--- config.mk ---
export PLATFORM = sky130hd
export DESIGN_NAME = clk_run_controller
export DESIGN_NICKNAME = d
export VERILOG_FILES = /design/src/rtl/clk_run_controller.sv
export SDC_FILE = /design/constraint.sdc
export NUM_CORES = 1
export LEC_CHECK = 0
export BUFFER_PORTS_ARGS = -buffer_cell sky130_fd_sc_hd__clkbuf_2
export CAP_MARGIN = 10
export CORE_AREA = 2 2 73 75
export DETAILED_ROUTE_END_ITERATION = 10
export DIE_AREA = 0 0 75 77
export MAX_ROUTING_LAYER = met4
export PLACE_DENSITY = 0.41
export SYNTH_ARGS = -nofsm -noshare
export SYNTH_HDL_FRONTEND = slang
export SYNTH_SLANG_ARGS = --single-unit
--- constraint.sdc ---
create_clock -name i_clk -period 2.6 [get_ports i_clk]
set_input_delay 0.13 -clock i_clk [delete_from_list [all_inputs] [get_ports i_clk]]
set_output_delay 0.13 -clock i_clk [all_outputs]
set_load 0.02 [all_outputs]
--- src/rtl/clk_run_controller.sv ---
// clk_run_controller
// Sequences the divided-clock generator feeding the Z80: free-run, halt and
// N-cycle single-step bursts. Issues 1-cycle start/stop strobes to the divider
// and watches the divider output for rising edges (one rise = one completed
// divided cycle).
//
// Optional feature: define CLK_RUN_CYCLE_COUNTER_EN to build the completed
// divided-cycle counter on o_cycle_count. Without it o_cycle_count is 0.
//
// Request handshake: i_run_stb / i_halt_stb / i_step_stb are single-cycle
// pulses sampled on the rising edge of i_clk; there is no ready/back-pressure,
// a request that the current state does not accept is simply dropped.
// Priority within one cycle is halt > step > run.

module clk_run_controller #(
    parameter int STEP_WIDTH = 8
) (
    input  logic                  i_clk,
    input  logic                  i_reset_n,
    input  logic                  i_run_stb,
    input  logic                  i_halt_stb,
    input  logic                  i_step_stb,
    input  logic [STEP_WIDTH-1:0] i_step_count,
    input  logic                  i_div_clk,
    output logic                  o_start_stb,
    output logic                  o_stop_stb,
    output logic                  o_busy,
    output logic                  o_running,
    output logic                  o_done_stb,
    output logic [15:0]           o_cycle_count
);

    typedef enum logic [1:0] {
        IDLE = 2'd0,
        RUN  = 2'd1,
        STEP = 2'd2,
        HALT = 2'd3
    } state_t;

    localparam logic [STEP_WIDTH-1:0] STEP_ONE = {{(STEP_WIDTH-1){1'b0}}, 1'b1};

    state_t                state;
    state_t                state_next;
    logic [STEP_WIDTH-1:0] step_cnt;
    logic [STEP_WIDTH-1:0] step_cnt_next;
    logic                  div_prev;
    logic                  rise;
    logic                  start_next;
    logic                  stop_next;
    logic                  done_next;

    // The divider idles high, so div_prev resets to 1 to avoid a false rise.
    assign rise = i_div_clk & ~div_prev;

    // Next-state and strobe decode; strobes are registered below so they
    // appear exactly one cycle after the request or final rise is sampled.
    always_comb begin
        state_next    = state;
        step_cnt_next = step_cnt;
        start_next    = 1'b0;
        stop_next     = 1'b0;
        done_next     = 1'b0;
        case (state)
            IDLE: begin
                if (i_halt_stb) begin
                    // halt has top priority and means nothing in IDLE
                end else if (i_step_stb) begin
                    if (i_step_count != '0) begin
                        state_next    = STEP;
                        step_cnt_next = i_step_count;
                        start_next    = 1'b1;
                    end else begin
                        done_next = 1'b1;
                    end
                end else if (i_run_stb) begin
                    state_next = RUN;
                    start_next = 1'b1;
                end
            end
            RUN: begin
                if (i_halt_stb) begin
                    state_next = HALT;
                    stop_next  = 1'b1;
                end
            end
            STEP: begin
                // Halt beats a same-cycle final rise (no done); run converts the
                // burst into free-run without touching the divider.
                if (i_halt_stb) begin
                    state_next = HALT;
                    stop_next  = 1'b1;
                end else if (i_run_stb) begin
                    state_next = RUN;
                end else if (rise) begin
                    if (step_cnt <= STEP_ONE) begin
                        state_next    = HALT;
                        step_cnt_next = '0;
                        stop_next     = 1'b1;
                        done_next     = 1'b1;
                    end else begin
                        step_cnt_next = step_cnt - STEP_ONE;
                    end
                end
            end
            HALT: begin
                // One dead cycle guarantees a gap between stop and next start.
                state_next = IDLE;
            end
            default: state_next = IDLE;
        endcase
    end

    // State, edge detector and registered outputs.
    always_ff @(posedge i_clk or negedge i_reset_n) begin
        if (!i_reset_n) begin
            state       <= IDLE;
            step_cnt    <= '0;
            div_prev    <= 1'b1;
            o_start_stb <= 1'b0;
            o_stop_stb  <= 1'b0;
            o_done_stb  <= 1'b0;
            o_busy      <= 1'b0;
            o_running   <= 1'b0;
        end else begin
            state       <= state_next;
            step_cnt    <= step_cnt_next;
            div_prev    <= i_div_clk;
            o_start_stb <= start_next;
            o_stop_stb  <= stop_next;
            o_done_stb  <= done_next;
            o_busy      <= (state_next != IDLE);
            o_running   <= (state_next == RUN);
        end
    end

`ifdef CLK_RUN_CYCLE_COUNTER_EN
    logic [15:0] cycle_cnt;

    // Count completed divided cycles while clocking; clear alongside each start.
    always_ff @(posedge i_clk or negedge i_reset_n) begin
        if (!i_reset_n) begin
            cycle_cnt <= 16'h0000;
        end else if (start_next) begin
            cycle_cnt <= 16'h0000;
        end else if (rise && (state == RUN || state == STEP) && cycle_cnt != 16'hFFFF) begin
            cycle_cnt <= cycle_cnt + 16'h0001;
        end
    end

    assign o_cycle_count = cycle_cnt;
`else
    assign o_cycle_count = 16'h0000;
`endif

endmodule

-- Word level (Yosys, flattened, before mapping)
Cells that the tools add are included.
- bits in registers: 16
- bits in latches: 0
- bits in writable memories: 0
- ROM bits: 0
- input port bits: 14
- output and inout bits: 21
- logic and storage cells: 61
- memories kept: 0
- $add $sub $neg: 1
- multipliers: 0
- divide/modulo/power cells: 0
- order comparisons: 1
- equality and inequality tests: 10
- shift-type cells: 0
- muxes and demuxes: 34
- bitwise logic cells: 2
- reduce and logical (&&, ||, !) cells: 5
- operators by type and width (cell ; count):
    2-to-1 mux 8 bit ; 7
    2-to-1 mux 2 bit ; 9
    case mux 8 bit (2 select lines) ; 1
    2-to-1 mux 1 bit ; 14
    != test 2 bit, second input constant ; 6
    <= comparator 8 x 1 -> 1 bit, second input constant ; 1
    case mux 2 bit (4 select lines) ; 1
    nonzero test 8 bit ; 1
    subtractor 8 x 1 -> 8 bit, second input constant ; 1
    AND reduction 7 bit ; 1
    equality test 2 x 1 -> 1 bit, second input constant ; 2
    equality test 2 bit, second input constant ; 2
    case mux 1 bit (2 select lines) ; 2
    nonzero test 2 bit ; 2
    zero test 2 bit ; 1
    AND 1 bit ; 1
    NOT 1 bit ; 1

-- Longest topological paths before layout
Gate-level depths: netlist (run 1).
- depth in word-level cells: 7
- gate-level depth with buffers: 7
- depth with buffers taken out: 6

-- Least setup slack after synthesis (run 1)
OpenSTA, ideal clock, no wires.
- path kind: flip-flop to flip-flop
- start: register state[1]
- end: register step_cnt[0]
- setup time: 0.125 ns
- arrival: 1.702 ns
- required time: 2.475 ns
- path slack: 0.773 ns
- stages on the path, launching flop included: 8
- path buffers: 1
- clock period less this slack: 1.827 ns
- path through: dfrtp_1 -> inv_1 -> ha_1 -> buf_2 -> mux2i_1 -> a211oi_4 -> nand2_4 -> mux2_4
- cells in the longest elaborated chain, start to end: 3
- elaborated cells on any way between the ends: 11
- classes of those cells: eq/ne: 7; mux: 1; reduce/logical: 3
- RTL lines (item ; RTL line ; RTL):
    start: declaration ; 42 ; state_t state;
    start signal: assignment ; 125 ; state <= state_next;
    equality test 2 bit or zero test 2 bit (tied branches) ; 63 ; case (state)
    != test 2 bit (no line) or nonzero test 2 bit (tied branches) ; n/a ;
    AND reduction 7 bit (no line) ; n/a ;
    end signal: assignment ; 126 ; step_cnt <= step_cnt_next;
    end: declaration ; 44 ; logic [STEP_WIDTH-1:0] step_cnt;
Several ways; a longest one is shown, not always the timed one.
A chain may end at the register's enable or synchronous reset.

-- Final worst setup path (run 1)
- start: register step_cnt[0]
- end: register o_running
- cells in the longest elaborated chain, start to end: 7
- RTL lines (item ; RTL line ; RTL):
    <= comparator 8 x 1 -> 1 bit ; 95 ; if (step_cnt <= STEP_ONE) begin
    2-to-1 mux 2 bit ; 95 ;
    2-to-1 mux 2 bit ; 94 ; end else if (rise) begin
    2-to-1 mux 2 bit ; 92 ; end else if (i_run_stb) begin
    2-to-1 mux 2 bit ; 89 ; if (i_halt_stb) begin
    case mux 2 bit (4 select lines) ; 63 ;
    equality test 2 x 1 -> 1 bit ; 132 ; o_running <= (state_next == RUN);
    end signal: assignment ; 132 ;
    end: declaration ; 28 ; output logic o_running,
No other way between the ends.

==> impl_results.rst, run 1 <==
.. list-table::
   :header-rows: 1

   * - Metric
     - Value
   * - Status
     - finished, final reports clean
   * - Total clock buffers created by CTS
     - 3
   * - Number of iterations in the first detailed-routing pass
     - 4
   * - Vias per Instance
     - around 4.5
   * - Time the worst path needs with I/O delays and setup
     - roughly 2 ns
   * - Most used cells in the layout excluding fill and tap cells
     - 18 x sky130_fd_sc_hd__clkbuf_2, 16 x sky130_fd_sc_hd__conb_1, 15 x sky130_fd_sc_hd__dfrtp_1
   * - Max transition margin
     - 0.598
   * - Maximum operating frequency
     - about 0.50 GHz
   * - Cell at the root of the clock tree
     - sky130_fd_sc_hd__clkbuf_8
   * - Worst reg2reg setup slack
     - between 0.6 and 0.7 ns
   * - Total via count after detailed routing
     - slightly below 1,000
   * - P_leak
     - approximately 0.6 nW
   * - Part of the power in combinational logic
     - 0.540
   * - Internal Dissipation
     - about 0.81 mW
   * - Area share of fa/ha/maj cells after synthesis
     - 0.0515
   * - Tightest hold margin
     - 0.186 ns
   * - Cell area after synthesis
     - between 1000 and 1500 um2
   * - Die boundary width
     - between 70 and 80 um
   * - Kind of capture point of the worst setup path
     - flip-flop
   * - Hold path start
     - i_step_count[5]
   * - Data arrival time at the worst-slack endpoint
     - between 2 and 2.5 ns
   * - Postcts setup bufs
     - 0
   * - Clock-pin slew on the worst setup and hold paths
     - 0.07 ns
   * - Layout overhead on the synthesized area
     - 14.6%
   * - Placed Cells incl. Taps
     - 213
   * - Warning count from the yosys run
     - 0
   * - Area share of xor/xnor cells in the synthesized design
     - 0
   * - Maximum number of pins on one net before global-route repair
     - 17
   * - Register bit total from synthesis
     - 16
   * - Setup repair after global routing missed its margin
     - false
   * - Starting density of the core
     - 0.244
   * - Largest buffer count on any clock path
     - 2
   * - Mux share of post-synthesis cell area
     - 0.0412
   * - Drt drc
     - 0
   * - IO Count
     - 35
   * - Setup TNS
     - 0 ns
   * - Layout cells sized above 1
     - 0.221
   * - Worst setup path category
     - reg -> reg
   * - Endpoint, Worst Hold
     - step_cnt[5]
   * - Detailed placement HPWL
     - ~2.2 mm
   * - Unique masters post-synth
     - 42
   * - Post-layout nets
     - about 170
   * - Total routing resource utilization after global routing
     - 0.107
   * - Number of clock sinks
     - 16
   * - Worst VDD drop
     - roughly 0.38 mV
   * - Net switching share of the total power
     - 0.447
   * - Area post-placement
     - 1320 um2
   * - Most common cell after layout, fill and taps aside
     - sky130_fd_sc_hd__clkbuf_2
   * - Sequential group share of total power
     - 0.302
   * - Wire length of the first global-routing pass
     - between 4 and 5 mm
   * - Simple logic cell fraction of the synthesized area
     - 0.203
   * - Startpoint types
     - flip-flop
   * - Final clock skew
     - around 0.0016 ns
   * - Total core area
     - between 4000 and 5000 um2
   * - R2R cell count
     - 6
   * - Count of endpoints failing hold in the final timing report
     - 0
   * - Number of global-route vias before repair
     - 906
   * - Mapped Cells
     - approximately 130
   * - Total count of max-transition violations in the final report
     - 0
   * - Non-filler cells, final
     - 219
   * - Worst Tran Pin Value
     - 0.597 ns
   * - Detailed Route WL
     - around 2.9 mm
   * - DRC marker count from the first detailed-route iteration
     - 43
   * - Maximum fanout along the worst path
     - 7
   * - CTS tree
     - yes
   * - Diode count
     - 0
   * - Antenna-violating nets left
     - 0
   * - Number of levels the H-tree was split into
     - 1
   * - Die area
     - between 5000 and 6000 um2
   * - R2r startpoint
     - step_cnt[0]
   * - Share of synthesized area occupied by flip-flops and latches
     - 0.331
   * - Total power density per cell area
     - 1060 nW/um2
   * - Share of the clock period used by the worst path
     - 0.763
   * - Count of final setup violators
     - 0
   * - Remaining global-route overflow
     - 0
   * - Hold Crit Depth
     - 3
   * - Total number of placement rows
     - 26
   * - IO buf count
     - 18
   * - Post-route cell area
     - 1390 um2
   * - RR Endpoint
     - o_running
   * - Required time reported for the critical path endpoint
     - around 2.8 ns
   * - Antenna violations before repair
     - 0
   * - Synthesized-area fraction occupied by ao, oa, aoi and oai cells
     - 0.226
   * - Min-Delay Path Class
     - in -> reg
   * - Largest family of logic cells by synthesized area
     - compound AO/OA/AOI/OAI gates
   * - Insertion delay of the later-clocked pin in the worst-skew pair
     - between 0.2 and 0.3 ns
   * - Clk pwr share
     - 0.158
   * - Average wire length per cell after detail routing
     - about 13 um
   * - Net switching power
     - between 0.6 and 0.7 mW
   * - RD Place Congestion
     - 0.805
   * - # Max-Cap Violations
     - 0
   * - Mean post-synth cell area
     - approximately 9.4 um2
   * - Chip Height
     - between 70 and 80 um
-- layout make-up --
| type | instances | area [um2] |
|---|---|---|
| multi-input combinational | 99 | 693 |
| clock buffer | 4 | 55.1 |
| sequential | 16 | 402 |
| fill | 552 | 3580 |
| inverter | 8 | 30.0 |
| tap | 70 | 87.6 |
| timing repair buffer | 22 | 125 |
-- logic make-up (layout without fill, tap and decap cells) --
| group | after synthesis | after routing |
|---|---|---|
| AOI/OAI and AO/OA | 33 | 33 |
| muxes | 4 | 4 |
| adders and majority gates | 5 | 5 |
| buffers and inverters | 29 | 34 |
| other | 1 | 16 |
| DFF | 16 | 16 |
| and+or+nand+nor | 41 | 41 |
-- critical path, stage by stage (launching register included) --
cell                       delay, ns
sky130_fd_sc_hd__dfrtp_1        0.45
sky130_fd_sc_hd__inv_1          0.07
sky130_fd_sc_hd__ha_1           0.22
sky130_fd_sc_hd__nor2_1         0.29
sky130_fd_sc_hd__nor4_1         0.12
sky130_fd_sc_hd__o311ai_0       0.54
sky130_fd_sc_hd__and3b_1        0.24
-- worst max path at each step --
stage	cells past startpoint	slack, ns	startpoint	to
floorplan	7	0.77	state[1]	step_cnt[0]
global placement	4	0.60	step_cnt[2]	step_cnt[1]
detailed placement	6	0.64	step_cnt[0]	o_running
CTS	6	0.61	step_cnt[0]	o_running
global route	6	0.33	step_cnt[0]	o_running
finish	6	0.62	step_cnt[0]	o_running
-- per-layer routing --
layer  wire [um]  vias up  track usage
li1            -      485            -
met1        1490      479        0.158
met2        1250       22        0.146
met3         122        2       0.0329
met4          14        0       0.0143
met5           0        -            -
-- state kept, by name (all words and copies together) (netlist names) --
signal and flops:
state 2, step_cnt 8, o_start_stb 1, o_busy 1, o_stop_stb 1, div_prev 1
o_running 1, o_done_stb 1
-- through the flow --
step | total power, mW | util | setup WS, ns
floorplan | 1.07 | - | 0.773
global placement | 1.25 | 0.265 | 0.602
detailed placement | 1.24 | 0.265 | 0.640
CTS | 1.48 | 0.280 | 0.608
global route | 1.60 | 0.280 | 0.325
finish | 1.47 | 0.280 | 0.617
-- power groups by stage --
stage / combinational (mW) / clock [mW] / sequential [mW]
2_1_floorplan: 0.616 / 0 / 0.455
3_3_place_gp: 0.799 / 0 / 0.451
3_5_place_dp: 0.794 / 0 / 0.446
4_1_cts: 0.798 / 0.239 / 0.444
5_1_grt: 0.892 / 0.246 / 0.463
6_report: 0.794 / 0.233 / 0.444
-- synthesized netlist by cell type, drive strengths merged --
cell type | instances | area (um2)
buf | 19 | 138
dfrtp | 15 | 375
inv | 8 | 30.0
nor2 | 8 | 30.0
o2bb2ai | 8 | 70.1
nor3 | 6 | 30.0
o211ai | 6 | 45.0
ha | 5 | 62.6
a21oi | 4 | 20.0
nand3b | 4 | 30.0
nor4 | 4 | 25.0
a2bb2oi | 3 | 26.3
nand2 | 3 | 18.8
nand3 | 3 | 15.0
o21ai | 3 | 15.0
a31oi | 2 | 12.5
clkbuf | 2 | 8.75
mux2 | 2 | 30.0
mux2i | 2 | 20.0
nor2b | 2 | 12.5
or3 | 2 | 12.5
or3b | 2 | 20.0
a211oi | 1 | 20.0
a21boi | 1 | 7.51
a41oi | 1 | 8.76
and2 | 1 | 6.26
and3 | 1 | 6.26
and3b | 1 | 8.76
conb | 1 | 3.75
dfstp | 1 | 26.3
nand2b | 1 | 6.26
nand4b | 1 | 8.76
nor3b | 1 | 7.51
o22a | 1 | 8.76
o311ai | 1 | 8.76
o31ai | 1 | 21.3
o32a | 1 | 10.0
or4 | 1 | 8.76
-- what timing repair did --
action / 4_1_cts / 5_1_grt
hold endpoints to repair: 16 / 0
gates resized for setup: 0 / 0
hold buffers: 2 / 0
Note: power is estimated with default switching activity, not from simulation.
==> run 2: changes to the inputs <==
Clock period 2.6 ns to 2.08 ns, I/O delays scaled along.
==> impl_results.rst, run 2 (same netlist as run 1, synthesis figures left out) <==
.. list-table::
   :header-rows: 1

   * - Metric
     - Value
   * - Number of flip-flops under the largest register name
     - 8 (unchanged)
   * - Count of endpoints failing hold in the final timing report
     - 0 (unchanged)
   * - Total core area
     - 4980 um2 (unchanged)
   * - Die boundary width
     - 75 um (unchanged)
   * - Diode count
     - 0 (unchanged)
   * - Biggest registers after layout
     - step_cnt (8), state (2) (unchanged)
   * - Number of levels the H-tree was split into
     - 1 (unchanged)
   * - Cell at the root of the clock tree
     - sky130_fd_sc_hd__clkbuf_8 (unchanged)
   * - Worst Tran Pin Value
     - 0.514 ns (was 0.597 ns)
   * - Max transition margin
     - 0.654 (was 0.598)
   * - Count of final setup violators
     - 0 (unchanged)
   * - IO Count
     - 35 (unchanged)
   * - Kind of capture point of the worst setup path
     - flip-flop (unchanged)
   * - Total power density per cell area
     - 1320 nW/um2 (was 1060 nW/um2)
   * - Insertion delay of the later-clocked pin in the worst-skew pair
     - 0.25 ns (about the same)
   * - Required time reported for the critical path endpoint
     - 2.27 ns (was 2.79 ns)
   * - Top register by number of flip-flops
     - step_cnt (unchanged)
   * - Most used cells in the layout excluding fill and tap cells
     - 18 x sky130_fd_sc_hd__clkbuf_2, 16 x sky130_fd_sc_hd__conb_1, 15 x sky130_fd_sc_hd__dfrtp_1, 10 x sky130_fd_sc_hd__buf_4 (was 18 x sky130_fd_sc_hd__clkbuf_2, 16 x sky130_fd_sc_hd__conb_1, 15 x sky130_fd_sc_hd__dfrtp_1)
   * - Time the worst path needs with I/O delays and setup
     - 1.96 ns (was 1.98 ns)
   * - Layout overhead on the synthesized area
     - 19.6% (was 14.6%)
   * - Detailed placement HPWL
     - 2.32 mm (was 2.22 mm)
   * - Total count of max-transition violations in the final report
     - 0 (unchanged)
   * - Setup TNS
     - 0 ns (unchanged)
   * - Total number of placement rows
     - 26 (unchanged)
   * - Antenna-violating nets left
     - 0 (unchanged)
   * - Total via count after detailed routing
     - 1,031 (was 988)
   * - RD Place Congestion
     - 0.805 (about the same)
   * - Maximum operating frequency
     - 0.509 GHz (was 0.504 GHz)
   * - Placement Setup Slack
     - 0.178 ns (was 0.640 ns)
   * - DRC marker count from the first detailed-route iteration
     - 37 (was 43)
   * - Total chip power
     - 1.91 mW (was 1.47 mW)
   * - Worst VDD drop
     - 0.379 mV (was 0.376 mV)
   * - Status
     - finished, final reports clean (unchanged)
   * - Tightest hold margin
     - 0.155 ns (was 0.186 ns)
   * - Min-Delay Path Class
     - in -> reg (unchanged)
   * - Average wire length per cell after detail routing
     - 13.5 um (was 13.1 um)
   * - Worst setup path category
     - reg -> reg (unchanged)
   * - IO buf count
     - 18 (unchanged)
   * - Antenna violations before repair
     - 0 (unchanged)
   * - CTS tree
     - yes (unchanged)
   * - Drt drc
     - 0 (unchanged)
   * - Post-layout nets
     - 177 (was 169)
   * - Maximum fanout along the worst path
     - 7 (unchanged)
   * - Final clock skew
     - 0.00201 ns (was 0.00164 ns)
   * - Share of the clock period used by the worst path
     - 0.944 (was 0.763)
   * - Setup repair after global routing missed its margin
     - false (unchanged)
   * - Post-layout worst setup margin
     - 0.116 ns (was 0.617 ns)
   * - Chip Height
     - 77 um (unchanged)
   * - Starting density of the core
     - 0.244 (unchanged)
   * - Placed Cells incl. Taps
     - 221 (was 213)
   * - Total routing resource utilization after global routing
     - 0.118 (was 0.107)
   * - Layout cells sized above 1
     - 0.261 (was 0.221)
   * - Number of clock sinks
     - 16 (unchanged)
   * - Remaining global-route overflow
     - 0 (unchanged)
   * - Non-filler cells, final
     - 227 (was 219)
   * - Number of iterations in the first detailed-routing pass
     - 4 (unchanged)
   * - Detailed Route WL
     - 3.07 mm (was 2.87 mm)
   * - Wire length of the first global-routing pass
     - 5.14 mm (was 4.71 mm)
   * - Number of global-route vias before repair
     - 1,027 (was 906)
   * - P_leak
     - 0.644 nW (was 0.605 nW)
   * - Data arrival time at the worst-slack endpoint
     - 2.16 ns (was 2.17 ns)
   * - Maximum number of pins on one net before global-route repair
     - 17 (unchanged)
   * - Most common cell after layout, fill and taps aside
     - sky130_fd_sc_hd__clkbuf_2 (unchanged)
   * - Clock-pin slew on the worst setup and hold paths
     - 0.07 ns (about the same)
   * - Total clock buffers created by CTS
     - 3 (unchanged)
   * - # Max-Cap Violations
     - 0 (unchanged)
   * - Startpoint types
     - flip-flop (unchanged)
   * - Vias per Instance
     - 4.54 (was 4.51)
   * - Post-cts resize count
     - 0 (unchanged)
   * - Largest buffer count on any clock path
     - 2 (unchanged)
   * - Die area
     - 5780 um2 (unchanged)
## run 2: layout make-up
class | instances | area (um2)
multi-input cells | 99 | 693
flip-flops and latches | 16 | 402
clock buffers | 4 | 55.1
fillers | 552 | 3520
inverters | 8 | 30.0
repair buffers | 30 | 185
well taps | 70 | 87.6
## run 2: what timing repair did
action	4_1_cts	5_1_grt
buffers inserted	0	0
hold endpoints to repair	16	0
hold buffers	2	0
## run 2: routing by layer
layer / GRT usage / wire, um / vias to the layer above
li1: - / - / 498
met1: 0.173 / 1490 / 502
met2: 0.168 / 1420 / 29
met3: 0.0315 / 139 / 2
met4: 0.0161 / 17 / 0
met5: - / 0 / -
## run 2: where the power goes
group | internal, mW | total (mW) | switching, mW
Combinational | 0.465 | 1.07 | 0.607
Clock | 0.168 | 0.290 | 0.122
Sequential | 0.439 | 0.549 | 0.110
## run 2: final timing paths
kind / depth (start not counted) / slack, ns / endpoint / from
setup / recovery: 7 / 0.12 / o_running / step_cnt[0]
hold / removal: 3 / 0.15 / step_cnt[7] / i_step_count[7]
setup reg to reg: 7 / 0.12 / o_running / step_cnt[0]
hold reg to reg: 1 / 0.52 / step_cnt[6] / step_cnt[6]
max in group asynchronous: 2 / 1.43 / div_prev / i_reset_n
min in group asynchronous: 2 / 0.32 / step_cnt[2] / i_reset_n
## run 2: critical path: stages, from the launching register on
cell	delay, ns
sky130_fd_sc_hd__dfrtp_1	0.44
sky130_fd_sc_hd__inv_1	0.08
sky130_fd_sc_hd__ha_1	0.18
sky130_fd_sc_hd__nor2_1	0.08
sky130_fd_sc_hd__buf_4	0.14
sky130_fd_sc_hd__nor4_1	0.48
sky130_fd_sc_hd__o21ai_0	0.25
sky130_fd_sc_hd__and3b_1	0.25
## run 2: per-stage QoR
step | utilization | cell area [um2]
2_1_floorplan | - | 1270
3_3_place_gp | 0.277 | 1380
3_5_place_dp | 0.277 | 1380
4_1_cts | 0.292 | 1450
5_1_grt | 0.292 | 1450
6_report | 0.292 | 1450
